File: src/rtl/ifetch_pkg.sv
// Shared definitions for the instruction fetch front end: FSM encodings, decode field ranges,
// default reset PC and the prefetch buffer entry layout.
package ifetch_pkg;

  localparam logic [1:0] ST_BOOT  = 2'd0;
  localparam logic [1:0] ST_RUN   = 2'd1;
  localparam logic [1:0] ST_FLUSH = 2'd2;

  localparam int OP_FIELD_HI    = 31;
  localparam int OP_FIELD_LO    = 26;
  localparam int FUNCT_FIELD_HI = 5;
  localparam int FUNCT_FIELD_LO = 0;

  localparam logic [31:0] RESET_PC_DEFAULT = 32'h0000_0000;

  typedef struct packed {
    logic [31:0] pc;
    logic [31:0] inst;
  } fetch_entry_t;

endpackage

File: src/rtl/ifetch_fifo.sv
// Prefetch buffer holding {pc, inst} pairs; clear has priority over push and pop.
import ifetch_pkg::*;

module ifetch_fifo #(
  parameter int DEPTH = 2
) (
  input  logic                     clk,
  input  logic                     rst_n,
  input  logic                     clear,
  input  logic                     push,
  input  fetch_entry_t             push_data,
  input  logic                     pop,
  output fetch_entry_t             head,
  output logic                     empty,
  output logic [$clog2(DEPTH):0]   count
);

  localparam int AW = $clog2(DEPTH);

  fetch_entry_t  mem_reg [DEPTH];
  logic [AW-1:0] wr_ptr_reg;
  logic [AW-1:0] rd_ptr_reg;
  logic [AW:0]   count_reg;

  genvar gi;
  generate
    for (gi = 0; gi < DEPTH; gi++) begin : g_entry
      always_ff @(posedge clk or negedge rst_n) begin
        if (!rst_n) begin
          mem_reg[gi] <= '0;
        end else if (push && !clear && wr_ptr_reg == AW'(gi)) begin
          mem_reg[gi] <= push_data;
        end
      end
    end
  endgenerate

  // Pointers wrap naturally because DEPTH is a power of two.
  always_ff @(posedge clk or negedge rst_n) begin
    if (!rst_n) begin
      wr_ptr_reg <= '0;
      rd_ptr_reg <= '0;
      count_reg  <= '0;
    end else if (clear) begin
      wr_ptr_reg <= '0;
      rd_ptr_reg <= '0;
      count_reg  <= '0;
    end else begin
      if (push) wr_ptr_reg <= wr_ptr_reg + AW'(1);
      if (pop)  rd_ptr_reg <= rd_ptr_reg + AW'(1);
      count_reg <= count_reg + (AW+1)'(push) - (AW+1)'(pop);
    end
  end

  assign head  = mem_reg[rd_ptr_reg];
  assign empty = (count_reg == '0);
  assign count = count_reg;

endmodule

File: src/rtl/ifetch_unit.sv
// Instruction fetch front end: PC, credit-limited in-order memory reads, prefetch buffer and
// redirect flushing. Optional misaligned-redirect trap enabled by IFETCH_ALIGN_CHECK_EN.
import ifetch_pkg::*;

module ifetch_unit #(
  parameter logic [31:0] RESET_PC = RESET_PC_DEFAULT,
  parameter int          DEPTH    = 2
) (
  input  logic        clk,
  input  logic        rst_n,
  output logic        imem_req,
  input  logic        imem_gnt,
  output logic [31:0] imem_addr,
  input  logic        imem_rvalid,
  input  logic [31:0] imem_rdata,
  input  logic        redirect,
  input  logic [31:0] redirect_pc,
  output logic        inst_valid,
  input  logic        inst_ready,
  output logic [31:0] inst,
  output logic [31:0] inst_pc,
  output logic [5:0]  op,
  output logic [5:0]  funct,
  output logic        fetch_exc
);

  localparam int CW = $clog2(DEPTH) + 1;

  logic [1:0]    state_reg, state_next;
  logic [31:0]   pc_reg, pc_next;
  logic [CW-1:0] inflight_reg, inflight_next;
  logic [CW-1:0] drop_reg, drop_next;
  logic          exc_reg, exc_next;

  logic [CW-1:0] fifo_count;
  logic          fifo_empty;
  fetch_entry_t  fifo_head;
  fetch_entry_t  push_data;
  logic [CW:0]   credit_used;
  logic [31:0]   target_pc;
  logic          redir, issue, fire, ret, push, pop;

`ifdef IFETCH_ALIGN_CHECK_EN
  assign target_pc = redirect_pc;
  assign exc_next  = exc_reg | (redir && (redirect_pc[1:0] != 2'b00));
`else
  assign target_pc = redirect_pc & 32'hFFFF_FFFC;
  assign exc_next  = 1'b0;
`endif

  always_comb begin
    redir       = redirect && (state_reg != ST_BOOT);
    credit_used = {1'b0, inflight_reg} + {1'b0, fifo_count};
    issue       = (state_reg == ST_RUN) && !exc_reg && (credit_used < (CW+1)'(DEPTH));
    fire        = issue && imem_gnt;
    // A response with nothing outstanding (e.g. stray beat after reset) is ignored outright.
    ret         = imem_rvalid && (inflight_reg != '0);
    push        = ret && (drop_reg == '0) && !redir;
    pop         = inst_valid && inst_ready && !redir;

    inflight_next = inflight_reg + CW'(fire) - CW'(ret);

    drop_next = drop_reg;
    if (redir) begin
      drop_next = inflight_next;
    end else if (ret && (drop_reg != '0)) begin
      drop_next = drop_reg - CW'(1);
    end

    pc_next = pc_reg;
    if (redir) begin
      pc_next = target_pc;
    end else if (fire) begin
      pc_next = pc_reg + 32'd4;
    end

    state_next = state_reg;
    case (state_reg)
      ST_BOOT:  state_next = ST_RUN;
      ST_RUN:   if (redir && (inflight_next != '0)) state_next = ST_FLUSH;
      ST_FLUSH: if (!redir && (drop_next == '0)) state_next = ST_RUN;
      default:  state_next = ST_BOOT;
    endcase
  end

  // The oldest non-dropped response belongs to the address inflight words behind pc.
  assign push_data.pc   = pc_reg - (32'(inflight_reg) << 2);
  assign push_data.inst = imem_rdata;

  always_ff @(posedge clk or negedge rst_n) begin
    if (!rst_n) begin
      state_reg    <= ST_BOOT;
      pc_reg       <= RESET_PC;
      inflight_reg <= '0;
      drop_reg     <= '0;
      exc_reg      <= 1'b0;
    end else begin
      state_reg    <= state_next;
      pc_reg       <= pc_next;
      inflight_reg <= inflight_next;
      drop_reg     <= drop_next;
      exc_reg      <= exc_next;
    end
  end

  ifetch_fifo #(.DEPTH(DEPTH)) u_fifo (
    .clk       (clk),
    .rst_n     (rst_n),
    .clear     (redir),
    .push      (push),
    .push_data (push_data),
    .pop       (pop),
    .head      (fifo_head),
    .empty     (fifo_empty),
    .count     (fifo_count)
  );

  assign imem_req   = issue;
  assign imem_addr  = pc_reg;
  assign inst_valid = !fifo_empty && (state_reg == ST_RUN);
  assign inst       = fifo_empty ? 32'h0 : fifo_head.inst;
  assign inst_pc    = fifo_empty ? 32'h0 : fifo_head.pc;
  assign op         = inst[OP_FIELD_HI:OP_FIELD_LO];
  assign funct      = inst[FUNCT_FIELD_HI:FUNCT_FIELD_LO];
  assign fetch_exc  = exc_reg;

endmodule

File: config.mk
export PLATFORM = sky130hd
export DESIGN_NAME = ifetch_unit
export DESIGN_NICKNAME = d
export VERILOG_FILES = /design/src/rtl/ifetch_pkg.sv /design/src/rtl/ifetch_fifo.sv /design/src/rtl/ifetch_unit.sv
export SDC_FILE = /design/constraint.sdc
export NUM_CORES = 1
export LEC_CHECK = 0
export CORE_UTILIZATION = 40
export DETAILED_ROUTE_END_ITERATION = 8
export HOLD_SLACK_MARGIN = 0.06
export PLACE_DENSITY_LB_ADDON = 0.05
export RECOVER_POWER = 50
export SLEW_MARGIN = 10
export SYNTH_ARGS = -nofsm -noshare
export SYNTH_HDL_FRONTEND = slang
export SYNTH_SLANG_ARGS = --single-unit
File: constraint.sdc
create_clock -name clk -period 4.2 [get_ports clk]
set_input_delay 1.05 -clock clk [delete_from_list [all_inputs] [get_ports clk]]
set_output_delay 1.05 -clock clk [all_outputs]
set_load 0.01 [all_outputs]
# --- Yosys cells after proc, flatten, opt, wreduce, memory -nomap -nowiden ---
# Cells that the tools add are included.
totals:
  output_inout_bits: 111
  elab_cells: 75
  input_bits: 70
  register_bits: 170
op_classes:
  n_addsub: 10
  reduce_logical: 29
  order_cmp: 2
  mux: 17
  n_bitwise: 2
  n_eq_ne: 4
ops:
  columns: ["operator", "n"]
  rows:
  - ["64-bit two-way mux", 3]
  - ["32-bit two-way mux", 4]
  - ["32-bit by 3-bit adder with 32-bit output, second input constant", 1]
  - ["32-bit by 4-bit subtractor with 32-bit output", 1]
  - ["1-bit logical AND", 15]
  - ["2-bit nonzero test", 7]
  - ["2-bit two-way mux", 5]
  - ["2-bit logical NOT", 4]
  - ["2-bit case mux with 3 select lines", 1]
  - ["2-bit by 1-bit adder with 2-bit output", 2]
  - ["1-bit two-way mux", 4]
  - ["2-bit != test, second input constant", 2]
  - ["2-bit by 1-bit subtractor with 2-bit output", 2]
  - ["2-bit by 2-bit adder with 3-bit output", 1]
  - ["3-bit by 2-bit < comparator with 1-bit output, second input constant", 1]
  - ["1-bit adder, second input constant", 2]
  - ["2-bit by 1-bit == test with 1-bit output, second input constant", 1]
  - ["2-bit == test, second input constant", 1]
  - ["2-bit greater-or-equal comparator, second input constant", 1]
  - ["1-bit logical NOT", 2]
  - ["1-bit NOT with 2-bit output", 1]
  - ["2-bit AND reduction", 1]
  - ["2-bit by 1-bit subtractor with 2-bit output, second input constant", 1]
  - ["1-bit NOT", 1]

# --- Longest topological paths before layout ---
logic_depth:
  depth_word: 11
  mapped_depth: 14
  depth_no_buf: 13

# --- By module ---
# Synthesis repeated with hierarchy kept, for this count alone.
unflattened:
  hier_cells: 779
  area_unflattened_um2: 9301.4
by_module_without_submodules:
  columns: ["mod", "area_per_inst_um2", "cells_each", "n_inst"]
  rows:
  - ["ifetch_fifo", 6052.1, 359, 1]
  - ["ifetch_unit", 3249.4, 420, 1]

# --- Worst setup path before layout ---
# Ideal clock, no wire load.
synth_timing:
  kind: "register to register"
  from: "register inflight_reg[0]"
  to: "register state_reg[0]"
  t_arrival_ns: 3.007
  slack_ns: 1.114
  path_stages_with_launch: 15
  setup_ns: 0.079
  synth_period_minus_slack_ns: 3.086
  cell_sequence: "dfrtp_1 > and2_1 > fa_1 > or4b_1 > buf_2 > inv_1 > nand2_1 > ha_1 > inv_1 > ha_1 > xnor2_1 > xnor2_1 > o21ai_0 > nand2b_1 > a2bb2oi_1"
synth_between:
  elab_chain_len: 11
  elab_cells_between_ends: 18
  cone_classes: "3 x add/sub; 1 x order compare; 2 x eq/ne; 2 x mux; 10 x reduce/logical"
synth_lines:
  columns: ["item", "line", "text"]
  rows:
  - ["start, declared", "ifetch_unit.sv:31", "logic [CW-1:0] inflight_reg, inflight_next;"]
  - ["start signal, assigned", "ifetch_unit.sv:100", "inflight_reg <= inflight_next;"]
  - ["2-bit by 2-bit adder with 3-bit output (*)", "ifetch_unit.sv:53", "credit_used = {1'b0, inflight_reg} + {1'b0, fifo_count};"]
  - ["3-bit by 2-bit < comparator with 1-bit output (*)", "ifetch_unit.sv:54", "issue = (state_reg == ST_RUN) && !exc_reg && (credit_used < (CW+1)'(DEPTH));"]
  - ["1-bit logical AND (*)", "ifetch_unit.sv:54", null]
  - ["net imem_req", "ifetch_unit.sv:11", "output logic imem_req,"]
  - ["1-bit logical AND (*)", "ifetch_unit.sv:55", "fire = issue && imem_gnt;"]
  - ["2-bit by 1-bit adder with 2-bit output (*)", "ifetch_unit.sv:61", "inflight_next = inflight_reg + CW'(fire) - CW'(ret);"]
  - ["2-bit by 1-bit subtractor with 2-bit output (*)", "ifetch_unit.sv:61", null]
  - ["net inflight_next[1]", "ifetch_unit.sv:31", null]
  - ["2-bit two-way mux", "ifetch_unit.sv:64", "if (redir) begin"]
  - ["2-bit logical NOT", "ifetch_unit.sv:81", "ST_FLUSH: if (!redir && (drop_next == '0)) state_next = ST_RUN;"]
  - ["1-bit logical AND", "ifetch_unit.sv:81", null]
  - ["2-bit != test (no line)", null, null]
  - ["2-bit AND reduction (no line) (*)", null, null]
  - ["end signal, assigned", "ifetch_unit.sv:98", "state_reg <= state_next;"]
  - ["end, declared", "ifetch_unit.sv:29", "logic [1:0] state_reg, state_next;"]
# The timed path passes the listed nets; every way through them passes the cells marked *.
# A chain may end at the register's enable or synchronous reset.

# --- Final worst setup path ---
layout_timing:
  from: "register u_fifo.count_reg[0], in the netlist u_fifo.count[0]"
  to: "output imem_req"
layout_between:
  elab_chain_len: 3
layout_lines:
  columns: ["item", "line", "text"]
  rows:
  - ["start, declared", "ifetch_fifo.sv:23", "logic [AW:0] count_reg;"]
  - ["start signal, assigned", "ifetch_fifo.sv:51", "count_reg <= count_reg + (AW+1)'(push) - (AW+1)'(pop);"]
  - ["2-bit by 2-bit adder with 3-bit output", "ifetch_unit.sv:53", null]
  - ["3-bit by 2-bit < comparator with 1-bit output", "ifetch_unit.sv:54", null]
  - ["1-bit logical AND", "ifetch_unit.sv:54", null]
  - ["end, declared", "ifetch_unit.sv:11", null]
# No other way between the ends.

==> impl_metrics.env <==
export IMPL_status="complete, but fails checks"
export IMPL_violations="capacitance limit, slew limit"
export IMPL_first_pass_iters=4
export IMPL_tns_ns=0
export IMPL_ys_types=48
export IMPL_drt_iter0_markers=252
export IMPL_slew_violations=284
export IMPL_holdBufCountCts=0
export IMPL_slowest_stage="or4b_1"
export IMPL_cts_tree="done"
export IMPL_grt_max_degree=91
export IMPL_peakVddDrop_uv=306
export IMPL_post_route_util=0.531
export IMPL_fmax_mhz=255
export IMPL_ios=181
export IMPL_synth_most_common_cell="dfrtp_1"
export IMPL_root_buffer="clkbuf_16"
export IMPL_wl_per_cell_um=15.7
export IMPL_place_gp_congestion=0.803
export IMPL_synth_area_top_cells="dfrtp_1 49%, mux2_2 9.1%, mux2i_1 7.6%, nor2_1 5.1%, xnor2_1 4.2%"
export IMPL_die_width_um=147
export IMPL_nets=1046
export IMPL_cp_start_kind="flop"
export IMPL_cts_max_level=4
export IMPL_tightest_slew_ns=2.29
export IMPL_drc=0
export IMPL_die_area_um2=21600
export IMPL_relSlewSlack=-0.528
export IMPL_arrival_ns=2.87
export IMPL_path_cells="and2_1 -> fa_1 -> or4b_1 -> inv_1 -> clkdlybuf4s50_1"
export IMPL_clkTransAtPathRegs_ns=0.07
export IMPL_cpPeakStageDelay_ns=0.68
export IMPL_min_period_ns=3.92
export IMPL_grt_usage=0.192
export IMPL_grt_pass1_wl_mm=32.7
export IMPL_drive_gt1_frac=0.120
export IMPL_wl_mm=19.7
export IMPL_setup_viol=0
export IMPL_finClkSkew_ns=0.0134
export IMPL_cts_buffers=17
export IMPL_vias=6300
export IMPL_first_global_vias=6449
export IMPL_largest_register_ffs=124
export IMPL_ys_seq_elements=164
export IMPL_holdCritPathClass="flop to flop"
export IMPL_drv_cap=4
export IMPL_areaGrowthSynthToFinish_pct=28.8
export IMPL_synthTopCellsByCount="164 x dfrtp_1, 115 x nor2_1, 75 x nand2_1, 68 x mux2_2, 64 x mux2i_1"
export IMPL_synth_avg_cell_area_um2=10.1
export IMPL_fin_crit_sh=0.932
export IMPL_rows=52
export IMPL_ys_flop_type="dfrtp_1"
export IMPL_crit_type="flop to primary output"
export IMPL_ys_seq_area_frac=0.487
export IMPL_grt_overflow_total=0
export IMPL_async_flop_share=1.00
export IMPL_cts_post_setup_buffers_inserted=0
export IMPL_grt_setup_unrepaired="false"
export IMPL_cts_sinks=164
export IMPL_drtAntennaViolNets=0
export IMPL_end_kind="primary output"
export IMPL_diodes=0
export IMPL_die_h_um=147
export IMPL_clk_path_buf_depth=2
export IMPL_antenna_found_initial=0
export IMPL_initial_utilization=0.412
export IMPL_worst_skew_pair_late_latency_ns=0.43
export IMPL_crit_required_ns=3.15
export IMPL_hold_viol=0
export IMPL_p_leak_uw=0.00435
export IMPL_yosys_area_top_type_share=0.487
export IMPL_synth_largest_area_cell="dfrtp_1"
export IMPL_core_area_um2=20400
export IMPL_port_buffers=173
export IMPL_syn_area_um2=8420
export IMPL_powerDensity_nw_per_um2=772
export IMPL_ctsResizeCount=0
export IMPL_synth_edf_count=0
export IMPL_crit_fanout=6
export IMPL_netlist_instances=837
export IMPL_viasPerCell=5.04
export IMPL_dpl_hpwl_mm=13.4
export IMPL_ys_warn_count=0
-- power breakdown --
part / switching, uW / leakage (uW) / internal, uW
logic: 1740 / 0.00203 / 2010
clock network: 658 / 0.000290 / 914
registers: 730 / 0.00203 / 2320
total: 3130 / 0.00435 / 5240
-- cell families (layout without fill, tap and decap cells) --
kind of cell / Yosys count / in the layout / share of synthesized area
buffers and inverters: 91 / 229 / 0.0493
xor gates and xnor gates: 62 / 62 / 0.0645
adders and majority gates: 10 / 10 / 0.0166
and+or+nand+nor: 279 / 279 / 0.154
DFF: 164 / 164 / 0.487
AOI/OAI and AO/OA: 98 / 98 / 0.0606
other: 1 / 5 / 0.000445
muxes: 132 / 132 / 0.167
-- path summary, 6_finish.rpt --
kind | from | end | slack, ns | depth (start not counted)
worst min register to register | u_fifo.mem_reg[45]$_DFFE_PN0P_ | u_fifo.mem_reg[45]$_DFFE_PN0P_ | 0.48 | 2
worst max register to register | u_fifo.count[0]$_DFF_PN0_ | state_reg[0]$_DFFE_PN0P_ | 0.84 | 13
max in group asynchronous | rst_n | u_fifo.mem_reg[77]$_DFFE_PN0P_ | 1.09 | 3
worst min-delay path | u_fifo.mem_reg[45]$_DFFE_PN0P_ | u_fifo.mem_reg[45]$_DFFE_PN0P_ | 0.48 | 2
worst max-delay path | u_fifo.count[0]$_DFF_PN0_ | imem_req | 0.28 | 5
min in group asynchronous | rst_n | u_fifo.mem_reg[26]$_DFFE_PN0P_ | 1.27 | 1
-- final cells by class --
type	count	area [um2]
clock buffer	19	453
clock inverter	13	146
fill	1825	9590
inverter	15	56.3
multi-input combinational	586	3920
sequential	164	4110
tap	270	338
timing repair buffer	182	1820
-- metal layers --
layer  part of all wire  track usage  vias to the layer above
met5                  0            0                        -
met1               0.49        0.264                     3046
met2               0.46        0.306                      157
li1                   -            -                     3077
met3              0.039       0.0360                       20
met4              0.012       0.0598                        0
-- critical path: cells and delay by family (launching register included) --
family / cells / cell delay (ns)
flip-flops: 1 / 0.42
adder cells (fa/ha/maj): 1 / 0.43
AND/OR/NAND/NOR: 2 / 0.86
buffers and inverters: 2 / 0.71
-- placed cells by master, fill, tap and decap left out, types with 3 or more instances in the layout --
master / instances
clkbuf_16: 17
xnor2_1: 40
nand2_1: 75
inv_6: 3
dlygate4sd3_1: 4
dfrtp_1: 163
a21oi_1: 30
ha_1: 8
clkbuf_1: 3
clkdlybuf4s50_1: 168
nor2_1: 114
o21ai_0: 56
nand4_1: 6
mux2_2: 68
mux2i_1: 64
nor4_1: 13
inv_1: 15
and3_1: 3
conb_1: 5
or3_1: 7
buf_12: 3
nor3_1: 15
o21ai_1: 5
nand2b_1: 4
xor2_1: 22
nand3_1: 19
clkinv_4: 4
-- per-stage QoR --
stage	cell area, um2	hold WS, ns	setup WS, ns	total power (uW)	instances
after floorplan	8430	0.450	1.11	5280	841
after global placement	10300	0.461	0.746	6750	1217
after detailed placement	10300	0.470	0.751	6880	1217
after CTS	10900	0.483	0.251	8480	1249
after global routing	10800	0.495	0.171	9010	1249
final	10800	0.477	0.284	8370	1249
Note: power is estimated with default switching activity, not from simulation.
